--- src/rtl/step_move_ctrl_if.sv ---
// Command/status bundle between a motion sequencer and step_move_ctrl.
// Optional STEP_POS_TRACK_EN adds the signed absolute position output.
interface step_move_ctrl_if #(
  parameter int STEP_W = 16
`ifdef STEP_POS_TRACK_EN
  , parameter int POS_W = 32
`endif
);
  logic              start;
  logic              dir_cmd;
  logic [STEP_W-1:0] target_steps;
  logic              abort;
  logic              step_in;
  logic              en;
  logic              direction;
  logic              busy;
  logic              done;
  logic [STEP_W-1:0] steps_done;
`ifdef STEP_POS_TRACK_EN
  logic signed [POS_W-1:0] position;

  modport master (output start, dir_cmd, target_steps, abort, step_in,
                  input  en, direction, busy, done, steps_done, position);
  modport slave  (input  start, dir_cmd, target_steps, abort, step_in,
                  output en, direction, busy, done, steps_done, position);
`else
  modport master (output start, dir_cmd, target_steps, abort, step_in,
                  input  en, direction, busy, done, steps_done);
  modport slave  (input  start, dir_cmd, target_steps, abort, step_in,
                  output en, direction, busy, done, steps_done);
`endif
endinterface

--- src/rtl/step_move_ctrl.sv ---
// Move sequencer for the stepper pulse generator: direction setup, step counting, hold.
// Define STEP_POS_TRACK_EN to add signed absolute position tracking.
module step_move_ctrl #(
  parameter int STEP_W           = 16,
  parameter int DIR_SETUP_CYCLES = 100,
  parameter int HOLD_CYCLES      = 1000
`ifdef STEP_POS_TRACK_EN
  , parameter int POS_W          = 32
`endif
) (
  input  logic              clk,
  input  logic              rst,
  step_move_ctrl_if.slave   bus
);

  localparam int CNT_MAX = (DIR_SETUP_CYCLES > HOLD_CYCLES) ? DIR_SETUP_CYCLES : HOLD_CYCLES;
  localparam int CNT_W   = $clog2(CNT_MAX + 1);

  typedef enum logic [2:0] {S_IDLE, S_SETUP, S_RUN, S_HOLD, S_DONE} state_e;

  state_e            state_q, state_d;
  logic [CNT_W-1:0]  cnt_q, cnt_d;
  logic [2:0]        sync_q, sync_d;
  logic              en_q, en_d;
  logic              dir_q, dir_d;
  logic              busy_q, busy_d;
  logic              done_q, done_d;
  logic [STEP_W-1:0] target_q, target_d;
  logic [STEP_W-1:0] steps_q, steps_d;
`ifdef STEP_POS_TRACK_EN
  logic signed [POS_W-1:0] pos_q, pos_d;
`endif

  logic              step_edge;
  logic              count_step;
  logic              hit_target;
  logic              accept;
  logic [STEP_W-1:0] step_inc;

  // sync_q[1:0] is the metastability pair; sync_q[2] is the previous value for edge detect
  assign sync_d     = {sync_q[1:0], bus.step_in};
  assign step_edge  = sync_q[1] & ~sync_q[2];
  assign count_step = (state_q == S_RUN) && step_edge;
  assign step_inc   = steps_q + STEP_W'(1);
  assign hit_target = count_step && (step_inc == target_q);
  assign accept     = (state_q == S_IDLE) && bus.start;

  always_ff @(posedge clk) begin
    if (rst) begin
      state_q  <= S_IDLE;
      cnt_q    <= '0;
      sync_q   <= '0;
      en_q     <= 1'b0;
      dir_q    <= 1'b0;
      busy_q   <= 1'b0;
      done_q   <= 1'b0;
      target_q <= '0;
      steps_q  <= '0;
`ifdef STEP_POS_TRACK_EN
      pos_q    <= '0;
`endif
    end else begin
      state_q  <= state_d;
      cnt_q    <= cnt_d;
      sync_q   <= sync_d;
      en_q     <= en_d;
      dir_q    <= dir_d;
      busy_q   <= busy_d;
      done_q   <= done_d;
      target_q <= target_d;
      steps_q  <= steps_d;
`ifdef STEP_POS_TRACK_EN
      pos_q    <= pos_d;
`endif
    end
  end

  always_comb begin
    state_d = state_q;
    cnt_d   = cnt_q;
    case (state_q)
      S_IDLE: begin
        cnt_d = '0;
        if (bus.start) state_d = (bus.target_steps == '0) ? S_DONE : S_SETUP;
      end
      S_SETUP: begin
        if (bus.abort) begin
          state_d = S_DONE;
          cnt_d   = '0;
        end else if (cnt_q == CNT_W'(DIR_SETUP_CYCLES - 1)) begin
          state_d = S_RUN;
          cnt_d   = '0;
        end else begin
          cnt_d = cnt_q + CNT_W'(1);
        end
      end
      S_RUN: begin
        cnt_d = '0;
        if (bus.abort || hit_target) state_d = S_HOLD;
      end
      S_HOLD: begin
        if (cnt_q == CNT_W'(HOLD_CYCLES - 1)) begin
          state_d = S_DONE;
          cnt_d   = '0;
        end else begin
          cnt_d = cnt_q + CNT_W'(1);
        end
      end
      S_DONE:  state_d = S_IDLE;
      default: state_d = S_IDLE;
    endcase
  end

  // en follows the next state so it drops on the same edge the final step is counted
  always_comb begin
    en_d     = (state_d == S_RUN);
    busy_d   = (state_d != S_IDLE);
    done_d   = (state_q == S_DONE);
    dir_d    = dir_q;
    target_d = target_q;
    steps_d  = steps_q;
`ifdef STEP_POS_TRACK_EN
    pos_d    = pos_q;
`endif
    if (accept) begin
      dir_d    = bus.dir_cmd;
      target_d = bus.target_steps;
      steps_d  = '0;
    end
    if (count_step) begin
      steps_d = step_inc;
`ifdef STEP_POS_TRACK_EN
      pos_d   = dir_q ? pos_q + POS_W'(1) : pos_q - POS_W'(1);
`endif
    end
  end

  assign bus.en         = en_q;
  assign bus.direction  = dir_q;
  assign bus.busy       = busy_q;
  assign bus.done       = done_q;
  assign bus.steps_done = steps_q;
`ifdef STEP_POS_TRACK_EN
  assign bus.position   = pos_q;
`endif

endmodule
--- src/flat_wrapper.sv ---
// flat-port wrapper written by rule: the top's interface ports become plain ports
module step_move_ctrl_flat 
#(
  parameter int STEP_W           = 16,
  parameter int DIR_SETUP_CYCLES = 100,
  parameter int HOLD_CYCLES      = 1000

)
  (clk, rst, bus_start, bus_dir_cmd, bus_target_steps, bus_abort, bus_step_in, bus_en, bus_direction, bus_busy, bus_done, bus_steps_done);
  step_move_ctrl_if #(.STEP_W(STEP_W)) bus_i ();
  input  logic clk;
  input  logic rst;
  input wire logic [$bits(bus_i.start)-1:0] bus_start;
  input wire logic [$bits(bus_i.dir_cmd)-1:0] bus_dir_cmd;
  input wire logic [$bits(bus_i.target_steps)-1:0] bus_target_steps;
  input wire logic [$bits(bus_i.abort)-1:0] bus_abort;
  input wire logic [$bits(bus_i.step_in)-1:0] bus_step_in;
  output wire logic [$bits(bus_i.en)-1:0] bus_en;
  output wire logic [$bits(bus_i.direction)-1:0] bus_direction;
  output wire logic [$bits(bus_i.busy)-1:0] bus_busy;
  output wire logic [$bits(bus_i.done)-1:0] bus_done;
  output wire logic [$bits(bus_i.steps_done)-1:0] bus_steps_done;
  assign bus_i.start = bus_start;
  assign bus_i.dir_cmd = bus_dir_cmd;
  assign bus_i.target_steps = bus_target_steps;
  assign bus_i.abort = bus_abort;
  assign bus_i.step_in = bus_step_in;
  assign bus_en = bus_i.en;
  assign bus_direction = bus_i.direction;
  assign bus_busy = bus_i.busy;
  assign bus_done = bus_i.done;
  assign bus_steps_done = bus_i.steps_done;
  step_move_ctrl #(.STEP_W(STEP_W), .DIR_SETUP_CYCLES(DIR_SETUP_CYCLES), .HOLD_CYCLES(HOLD_CYCLES)) u_core (.clk(clk), .rst(rst), .bus(bus_i));
endmodule
--- config.mk ---
export PLATFORM = sky130hd
export DESIGN_NAME = step_move_ctrl_flat
export DESIGN_NICKNAME = d
export VERILOG_FILES = /design/src/rtl/step_move_ctrl_if.sv /design/src/rtl/step_move_ctrl.sv /design/src/flat_wrapper.sv
export SDC_FILE = /design/constraint.sdc
export NUM_CORES = 1
export LEC_CHECK = 0
export CAP_MARGIN = 20
export CORE_ASPECT_RATIO = 1.25
export CORE_UTILIZATION = 45
export DETAILED_ROUTE_END_ITERATION = 10
export GPL_TIMING_DRIVEN = 1
export PLACE_DENSITY_LB_ADDON = 0.08
export SYNTH_ARGS = -nofsm -noshare
export SYNTH_HDL_FRONTEND = slang
export SYNTH_SLANG_ARGS = --single-unit
--- constraint.sdc ---
create_clock -name clk -period 5.76 [get_ports clk]
set_input_delay 0.576 -clock clk [delete_from_list [all_inputs] [get_ports clk]]
set_output_delay 0.576 -clock clk [all_outputs]
set_load 0.02 [all_outputs]
* After elaboration in Yosys (flattened, before gate mapping) *
Cells that the tools add are included.

operators by class
  multiplexer cells = 13
  equal/unequal tests = 8
  add/sub/neg operators = 2
  bitwise operators = 2
  reduce and logical (&&, ||, !) cells = 10

operators with widths
  operator                                         count
  2-to-1 mux 16 bit                                2
  2-to-1 mux 10 bit                                3
  one-hot mux 10 bit (3 select lines)              1
  2-to-1 mux 3 bit                                 6
  adder 16 x 1 -> 16 bit (second input constant)   1
  == test 16 bit                                   1
  logical NOT 16 bit                               1
  one-hot mux 3 bit (4 select lines)               1
  adder 10 x 1 -> 10 bit (second input constant)   1
  == test 10 bit (second input constant)           1
  == test 10 x 7 -> 1 bit (second input constant)  1
  == test 3 x 2 -> 1 bit (second input constant)   3
  nonzero test 3 bit                               2
  == test 3 x 1 -> 1 bit (second input constant)   1
  == test 3 bit (second input constant)            1
  logical AND 1 bit                                3
  logical NOT 3 bit                                1
  nonzero test 2 bit                               1
  OR reduction 2 bit                               1
  AND 1 bit                                        1
  logical OR 1 bit                                 1
  NOT 1 bit                                        1

storage, ports and cells
  word-level logic and storage cells = 44
  register bits after elaboration = 52

* Logic depth before layout (Yosys ltp) *
  depth in word-level cells = 8
  mapped depth = 8
  mapped depth without buffers = 7

* Worst setup path after synthesis *
No wires, ideal clock.

  kind = reg-to-reg
  start point = register u_core.steps_q[0] (netlist: u_core.bus.steps_done[0])
  end point = register u_core.state_q[0]
  buffers on the path = 0
  library setup time = 0.103 ns
  slack = 3.400 ns
  data arrival time = 2.257 ns
  period minus slack after synthesis = 2.360 ns
  stages on the path, launching flop included = 8
  data required time = 5.657 ns
  cells stage by stage = dfxtp_1 ha_1 nand3_4 a2111oi_0 nand4b_1 nor4_1 o2111ai_1 a2111oi_2

between the ends
  longest elaborated chain between the ends = 6

RTL lines
  item                                RTL line              text
  start, declared                     step_move_ctrl.sv:29  logic [STEP_W-1:0] steps_q, steps_d;
  start signal, assigned              step_move_ctrl.sv:71  steps_q <= steps_d;
  adder 16 x 1 -> 16 bit              step_move_ctrl.sv:44  assign step_inc = steps_q + STEP_W'(1);
  == test 16 bit                      step_move_ctrl.sv:45  assign hit_target = count_step && (step_inc == target_q);
  logical AND 1 bit                   step_move_ctrl.sv:45
  logical OR 1 bit                    step_move_ctrl.sv:99  if (bus.abort || hit_target) state_d = S_HOLD;
  2-to-1 mux 3 bit                    step_move_ctrl.sv:99
  one-hot mux 3 bit (4 select lines)  step_move_ctrl.sv:81  case (state_q)
  end signal, assigned                step_move_ctrl.sv:63  state_q <= state_d;
  end, declared                       step_move_ctrl.sv:21  state_e state_q, state_d;

No other way between the ends.
A chain may end at the register's enable or synchronous reset.

* Worst setup path after layout *
Ends and elaborated chain as after synthesis.

==> impl_metrics.json <==
{
  "status": "completed",
  "hold_buffers": 0,
  "critPathSlowestCell": "dfxtp_1",
  "ir_drop_uv": 120,
  "clock_skew_ns": 0.00797,
  "ys_seq_elements": 52,
  "worst-endpoint-required_ns": 5.97,
  "firstDrtPassIters": 4,
  "grt_start_max_net_pins": 43,
  "busiest_layer": "met2",
  "synth_flop_cell": "dfxtp_1",
  "setup_viol_count_final": 0,
  "nNetsFinal": 416,
  "synth-seq-area-share": 0.364,
  "core_area_um2": 6170,
  "use_met2": 0.399,
  "start_util": 0.464,
  "critPathArrivalTime_ns": 2.82,
  "setup_tns_ns": 0,
  "totalWireLength_mm": 7.21,
  "num_antenna_cells": 0,
  "critPathBufInv": 0,
  "grt_usage": 0.230,
  "drt_iter0_drc": 248,
  "htreeDepth": 2,
  "async_flop_share": 0,
  "synthesis.instances": 364,
  "totalPowerFinal_mw": 0.707,
  "clk_latency_ns": 0.31,
  "slowest_delay_ns": 0.54,
  "min_from": "u_core.sync_q[0]",
  "cp_cell_sequence": "ha_1 -> nand3_4 -> a2111oi_0 -> nand4b_1 -> nor4_1 -> o2111ai_1 -> a2111oi_2",
  "worst_pin_slew_ns": 0.708,
  "startpoint": "u_core.bus.steps_done[0]",
  "cts.sinks": 52,
  "post-cts-setup-buffer-count": 0,
  "start_kind": "flop",
  "drc": 0,
  "synth_top_area_frac": 0.364,
  "yosysMostFrequentCell": "nand2_1",
  "p_leak_nw": 1.16,
  "synth_common_cells": "nand2_1, dfxtp_1, a21oi_1",
  "critPathKind": "reg -> reg",
  "cts_buffers": 5,
  "cts_tree": "built",
  "synth.distinct_cells": 54,
  "use_met1": 0.285,
  "antenna_found_initial": 0,
  "syn_area_um2": 2860,
  "r2r_start": "u_core.bus.steps_done[0]",
  "grt_pass1_wl_mm": 12.1,
  "slew_headroom": 0.527,
  "dieArea_um2": 6690,
  "cts_buffer_depth": 2,
  "timing.final.crit_share": 0.454,
  "use_met3": 0.0311,
  "ant_nets": 0,
  "final_util": 0.554,
  "grt_pass1_vias": 2494,
  "syn_avg_cell_area_um2": 7.86,
  "die_h_um": 91.2,
  "wl_per_cell_um": 15.1,
  "cp_top_family": "compound AO/OA/AOI/OAI gates",
  "clkTransAtPathRegs_ns": 0.09,
  "dpl.hpwl_mm": 5.20,
  "vias_per_cell": 5.65,
  "vias": 2702,
  "synth_area_leader_cell": "dfxtp_1",
  "syn_nets": 388,
  "worstSetupEndpointType": "flop",
  "die_w_um": 73.3,
  "finalCriticalPeriod_ns": 2.62,
  "io_pins": 42,
  "max_freq_mhz": 382,
  "design_area_um2": 3420,
  "hp-class": "reg -> reg",
  "synth_edf_count": 0,
  "area_delta_synth_final_pct": 19.3,
  "cts-root-buf": "clkbuf_8",
  "finalHoldViolCount": 0,
  "worstPathMaxFanout": 8,
  "ctsResizeCount": 0,
  "drive_gt1_frac": 0.0560,
  "power.density_nw_per_um2": 207,
  "netlist_top_cells_area": "dfxtp_1, nand2_1, a21oi_1, xnor2_1, nor2_1",
  "yosys_warnings": 0,
  "fillers": 637,
  "routabilityCongestion": 0.868,
  "port_buffers": 41,
  "detailed_place.area_um2": 3310,
  "max_cap_violations": 0,
  "drv_slew": 0,
  "num_rows": 32,
  "overflow": 0,
  "rsz0062_at_grt": "false"
}
kinds of logic (layout without fill, tap and decap cells):
| kind of cell | Yosys count | after routing | synth area share |
|---|---|---|---|
| AO/OA/AOI/OAI | 81 | 81 | 0.170 |
| adder cells (fa/ha/maj) | 2 | 2 | 0.00874 |
| buffers and inverters | 29 | 58 | 0.0428 |
| flip-flops | 52 | 52 | 0.364 |
| XOR/XNOR | 25 | 25 | 0.0765 |
| AND/OR/NAND/NOR | 175 | 175 | 0.339 |
layout make-up:
cell class	count	area, µm²	area share
Clock inverter	2	35.0	0.0103
Inverter	6	22.5	0.00659
Multi-Input combinational cell	283	1710	0.499
Sequential cell	52	1040	0.305
Tap cell	85	106	0.0311
Clock buffer	6	72.6	0.0212
Timing Repair Buffer	44	433	0.127
per-stage QoR:
stage | instances | hold WS (ns) | worst slack, ns
after global placement | 470 | 0.419 | 3.03
after CTS | 478 | 0.458 | 3.14
final | 478 | 0.449 | 3.14
after floorplan | 364 | 0.414 | 3.40
after detailed placement | 470 | 0.437 | 3.03
after global routing | 478 | 0.460 | 2.81
state kept, by name, indices dropped and copies added (netlist names):
| signal | count |
|---|---|
| u_core.bus.direction | 1 |
| u_core.bus.en | 1 |
| u_core.bus.busy | 1 |
| u_core.sync_q | 3 |
| u_core.target_q | 16 |
| u_core.cnt_q | 10 |
| u_core.state_q | 3 |
| u_core.bus.done | 1 |
| u_core.bus.steps_done | 16 |
report_power, final:
part	switching (mW)	internal (mW)
logic	0.0400	0.0362
clock network	0.122	0.129
registers	0.0102	0.370
total	0.172	0.535
cells in the final DEF (no fill, tap or decap), types with 8 or more instances in the layout:
master,n
o21ai_0,21
nor4_1,11
xnor2_1,17
xor2_1,8
a21oi_1,36
nand2_1,55
clkdlybuf4s50_1,41
nand3_1,11
dfxtp_1,52
nor2_1,31
nor2b_1,9
routing by layer:
metal | up-vias | share of wire
met3 | 11 | 0.032
met5 | - | 0
met2 | 65 | 0.52
met1 | 1268 | 0.43
li1 | 1358 | -
met4 | 0 | 0.017
path summary, 6_finish.rpt:
kind | to | slack (ns) | depth (start not counted)
max | u_core.state_q[0] | 3.14 | 7
min | u_core.sync_q[1] | 0.45 | 1
min reg2reg | u_core.sync_q[1] | 0.45 | 1
max reg2reg | u_core.state_q[0] | 3.14 | 7
Power figures use the tool's default switching activity.
